[config.mk]
export PLATFORM = sky130hd
export DESIGN_NAME = key_conditioner
export DESIGN_NICKNAME = d
export VERILOG_FILES = /design/src/rtl/key_conditioner.sv
export SDC_FILE = /design/constraint.sdc
export NUM_CORES = 1
export LEC_CHECK = 0
export CORE_MARGIN = 5
export CORE_UTILIZATION = 45
export CTS_BUF_LIST = sky130_fd_sc_hd__clkbuf_8
export DETAILED_ROUTE_END_ITERATION = 7
export HOLD_SLACK_MARGIN = 0.1
export PLACE_DENSITY = 0.66
export SLEW_MARGIN = 10
export SYNTH_ARGS = -nofsm -noshare
export SYNTH_HDL_FRONTEND = slang
export SYNTH_SLANG_ARGS = --single-unit
[constraint.sdc]
create_clock -name clock -period 5 [get_ports clock]
set_clock_uncertainty 0.05 [all_clocks]
set_input_delay 0.5 -clock clock [delete_from_list [all_inputs] [get_ports clock]]
set_output_delay 0.5 -clock clock [all_outputs]
set_load 0.05 [all_outputs]
[src/rtl/key_conditioner.sv]
// Pushbutton conditioner: synchronizes two active-low keys and an 8-bit switch bank,
// debounces each key with its own FSM, and emits one-cycle press strobes.
module key_conditioner #(
    parameter int unsigned DEBOUNCE_CYCLES = 500000
) (
    input  logic       clock,
    input  logic       reset,
    input  logic [1:0] key_n,
    input  logic [7:0] sw,
    output logic       start_pulse,
    output logic       load_pulse,
    output logic [7:0] sw_value,
    output logic [1:0] key_held
);

    localparam int unsigned CW = 21;
    localparam logic [CW-1:0] FULL = CW'(DEBOUNCE_CYCLES);
    localparam logic [CW-1:0] LAST = CW'(DEBOUNCE_CYCLES - 1);

    typedef enum logic [2:0] {
        ARM,
        IDLE,
        PRESS,
        HELD,
        RELEASE
    } key_state_t;

    logic [1:0] key_s1, key_s2;
    logic [7:0] sw_s1, sw_s2;
    logic [1:0] pressed;
    logic [1:0] fire;

    always_ff @(posedge clock or posedge reset) begin
        if (reset) begin
            key_s1 <= '1;
            key_s2 <= '1;
            sw_s1  <= '0;
            sw_s2  <= '0;
        end else begin
            key_s1 <= key_n;
            key_s2 <= key_s1;
            sw_s1  <= sw;
            sw_s2  <= sw_s1;
        end
    end

    assign pressed = ~key_s2;

    for (genvar g = 0; g < 2; g++) begin : g_key
        key_state_t    state_q, state_d;
        logic [CW-1:0] cnt_q, cnt_d;
        logic          fire_d;

        always_ff @(posedge clock or posedge reset) begin
            if (reset) begin
                state_q <= ARM;
                cnt_q   <= '0;
            end else begin
                state_q <= state_d;
                cnt_q   <= cnt_d;
            end
        end

        // Transitions fire on the sample that would bring the count to FULL,
        // so the counter never has to hold more than FULL.
        always_comb begin
            state_d = state_q;
            cnt_d   = cnt_q;
            fire_d  = 1'b0;
            case (state_q)
                ARM: begin
                    if (pressed[g]) begin
                        cnt_d = '0;
                    end else if (cnt_q >= LAST) begin
                        state_d = IDLE;
                        cnt_d   = '0;
                    end else begin
                        cnt_d = cnt_q + CW'(1);
                    end
                end
                IDLE: begin
                    if (pressed[g]) begin
                        state_d = PRESS;
                        cnt_d   = CW'(1);
                    end
                end
                PRESS: begin
                    if (!pressed[g]) begin
                        state_d = IDLE;
                        cnt_d   = '0;
                    end else if (cnt_q >= LAST) begin
                        state_d = HELD;
                        cnt_d   = FULL;
                        fire_d  = 1'b1;
                    end else begin
                        cnt_d = cnt_q + CW'(1);
                    end
                end
                HELD: begin
                    if (!pressed[g]) begin
                        state_d = RELEASE;
                        cnt_d   = CW'(1);
                    end
                end
                RELEASE: begin
                    if (pressed[g]) begin
                        state_d = HELD;
                        cnt_d   = FULL;
                    end else if (cnt_q >= LAST) begin
                        state_d = IDLE;
                        cnt_d   = '0;
                    end else begin
                        cnt_d = cnt_q + CW'(1);
                    end
                end
                default: begin
                    state_d = ARM;
                    cnt_d   = '0;
                end
            endcase
        end

        assign fire[g]     = fire_d;
        assign key_held[g] = (state_q == HELD) || (state_q == RELEASE);
    end

    // Start wins a simultaneous press; the suppressed load also skips the capture.
    always_ff @(posedge clock or posedge reset) begin
        if (reset) begin
            start_pulse <= 1'b0;
            load_pulse  <= 1'b0;
            sw_value    <= '0;
        end else begin
            start_pulse <= fire[0];
            load_pulse  <= fire[1] & ~fire[0];
            if (fire[1] && !fire[0]) begin
                sw_value <= sw_s2;
            end
        end
    end

endmodule

==> results.txt <==
status: completed
DR DRC count: 0
Leak: 1.851 nW
Yosys top cell by area: dfrtp_1
DR WL/cell: 15.53 um
Final Core Density: 52.11%
die area: 10260 um^2
most area-consuming cells after synthesis: dfrtp_1, nand2_1, o21ai_0
Synth top area share: 49.38%
filler instances: 746
final hold vios: 0
gp weighted congestion: 0.8436
Post-CTS Hold Buffers: 0
Die X: 101.3 um
Synth warnings: 0
vias per cell: 5.877
FF-to-FF path depth: 6
max-slew violations: 0
hold path endpoint: sw_s2[5]
row count: 33
mapped cell area: 3750 um^2
port buffer count: 23
placed inst area: 4064 um^2
CTS max path bufs: 2
post-layout min period: 3306 ps
fraction of layout cells with a size suffix above 1: 9.852%
vias in the first global route: 2866
post-synthesis sequential area ratio: 52.19%
hold path start: sw_s1[5]
setup bufs post-CTS: 0
total congestion overflow: 0
Worst slew margin: 20.38%
drt total wl: 7937 um
asr flop ratio synth: 100.0%
Peak supply drop: 182.3 uV
Mapped Cells: 382
CTS tree: built
H-tree depth: 3
Final Setup Violations: 0
fmax: 302.5 MHz
HP Class: reg -> reg
pwr/cell area: 275.3 nW/um^2
worst reg2reg path endpoint: g_key[0].cnt_q[16]
hpwl dp: 5430 um
Worst R2R Start: g_key[0].cnt_q[9]
clock sink count: 78
TNS Setup: 0 ps
routed vias: 3003
Area growth, synth to finish: 13.61%
initial antenna violation count: 0
final instance area: 4260 um^2
core area: 8175 um^2
antenna-violating nets left: 0
Worst-Margin Slew: 1182 ps
diode count: 0
initial core utilization: 45.87%
Worst-Skew Late Latency: 360 ps
max_cap viols: 0
post-synthesis cell type count: 53
syn_area_per_cell: 9.816 um^2
first-pass GRT wire length: 13900 um
endpoint class of the critical path: flop
post-CTS sizing: 0
CTS Root Buffer Type: clkbuf_8
EDFF count, synth: 0
Hold Path Stages: 0
#FFs+latches synth: 78
Tcrit/Tclk final: 66.12%
initial DRC count: 156
Crit Path Max Fanout: 6
FF-to-FF setup slack: 1690 ps
# IOs: 24
critical path type: reg -> reg
Synth Flop Type: dfrtp_1
CP startpoint kind: flop
RSZ-0062 raised after global routing: false
GR Util All Layers: 16.96%
cts bufs inserted: 9
worst path arrival time: 3460 ps
Layout Nets: 415
Reg clk slew, reported paths: 100 ps
largest net degree at the start of global routing: 49
syn nets: 396
DIE HEIGHT: 101.3 um
WP data required: 5150 ps
TritonRoute pass-1 iters: 4
-- registers in the layout (all words and copies together), names as in the netlist --
register / cells
g_key.cnt_q: 42
sw_s1: 8
sw_s2: 8
sw_value: 8
g_key.state_q: 6
key_s1: 2
key_s2: 2
load_pulse: 1
start_pulse: 1
-- cells by family (layout without fill, tap and decap cells) --
| group | count (synthesis) | in the layout | synth area share (%) |
|---|---|---|---|
| AO/OA/AOI/OAI | 105 | 105 | 19.59 |
| XOR/XNOR | 4 | 4 | 0.9344 |
| adder cells (fa/ha/maj) | 2 | 2 | 0.6672 |
| buffers and inverters | 27 | 51 | 2.736 |
| flip-flops | 78 | 78 | 52.19 |
| multiplexers | 9 | 9 | 2.669 |
| AND/OR/NAND/NOR | 157 | 157 | 21.22 |
-- cell usage in the layout, fill, tap and decap left out, drive strengths merged, types with 2 or more instances in the layout --
cell           Yosys  layout
clkinv             0       2
and4               4       4
nor2b              4       4
nand2b             3       3
a32oi              7       7
mux2               8       8
o21ai             26      26
a22o               4       4
nand3             18      18
o211ai             4       4
nor2              26      26
or3                3       3
o311ai             7       7
nand4              7       7
and3               9       9
nor4b              2       2
inv               11      15
nand2             50      50
nor3              10      10
o221ai             4       4
dfstp              4       4
clkbuf            15       9
nor4               5       5
a31oi             11      11
or2                4       4
or4                3       3
and2               6       6
xor2               3       3
a21o               5       5
o31ai              2       2
ha                 2       2
a41oi              4       4
clkdlybuf4s50      0      23
a21oi             20      20
dfrtp             74      74
-- worst max-delay path, stage by stage (launching register included) --
cell	delay (ps)
dfrtp_1	420
or4_4	560
or4_4	450
o221a_4	260
or2_0	360
a311oi_1	830
a32oi_1	220
-- worst max path at each step --
stage	start	to	slack, ps	cells past startpoint
floorplan	g_key[0].cnt_q[9]	sw_value[0]	1960	7
global placement	g_key[0].cnt_q[9]	sw_value[1]	1780	6
detailed placement	g_key[0].cnt_q[9]	g_key[0].cnt_q[16]	1720	6
CTS	g_key[0].cnt_q[9]	g_key[0].cnt_q[8]	1700	6
global route	g_key[1].cnt_q[11]	g_key[1].cnt_q[17]	1460	6
finish	g_key[0].cnt_q[9]	g_key[0].cnt_q[16]	1690	6
-- where the power goes --
part / internal, W / total (W) / switching, W
registers: 0.000645 / 0.000653 / 0.00000837
logic: 0.0000180 / 0.0000479 / 0.0000299
clock network: 0.000197 / 0.000472 / 0.000275
total: 0.000859 / 0.00117 / 0.000313
-- per-layer routing --
metal  vias to the layer above  GRT usage [%]  part of all wire (%)
li1                       1468              -                     -
met1                      1459          23.26                    47
met2                        67          26.26                    47
met3                         9          4.408                   5.0
met4                         0          5.726                   1.4
met5                         -              0                     0
-- synth_stat cells (2+ instances only) --
cell type / number
o221ai_1: 4
ha_1: 2
nor2_1: 26
nor2b_1: 4
a22o_1: 4
nand2_1: 50
or3_1: 3
inv_1: 11
mux2_2: 8
nand2b_1: 3
a31oi_1: 11
o211ai_1: 4
dfrtp_1: 74
a41oi_1: 4
and2_1: 6
a21oi_1: 20
nand4_1: 7
o31ai_1: 2
a32oi_1: 7
or2_2: 3
and4_1: 4
xor2_1: 3
or4_4: 2
a21o_1: 5
o21ai_0: 26
clkbuf_1: 15
and3_1: 9
nor3_1: 10
o311ai_0: 7
nand3_1: 18
dfstp_2: 4
nor4_1: 5
-- cell type report --
type / count / area, um^2 / area share [%]
tap: 105 / 131.4 / 3.084
sequential: 78 / 1957 / 45.93
clock buffer: 9 / 123.9 / 2.907
multi-input combinational: 277 / 1695 / 39.79
inverter: 11 / 42.54 / 0.9985
clock inverter: 7 / 72.57 / 1.703
timing repair buffer: 24 / 237.7 / 5.580
-- stage by stage --
stage	hold WS, ps	power (W)	setup slack [ps]	cells
detailed placement	285.8	0.0007146	1717	495
global route	311.3	0.001225	1459	511
floorplan	281.2	0.0006947	1961	382
CTS	306.1	0.001186	1704	511
finish	307.3	0.001173	1694	511
global placement	281.4	0.0007129	1777	495
No activity file was read; power rests on OpenSTA's default activity.
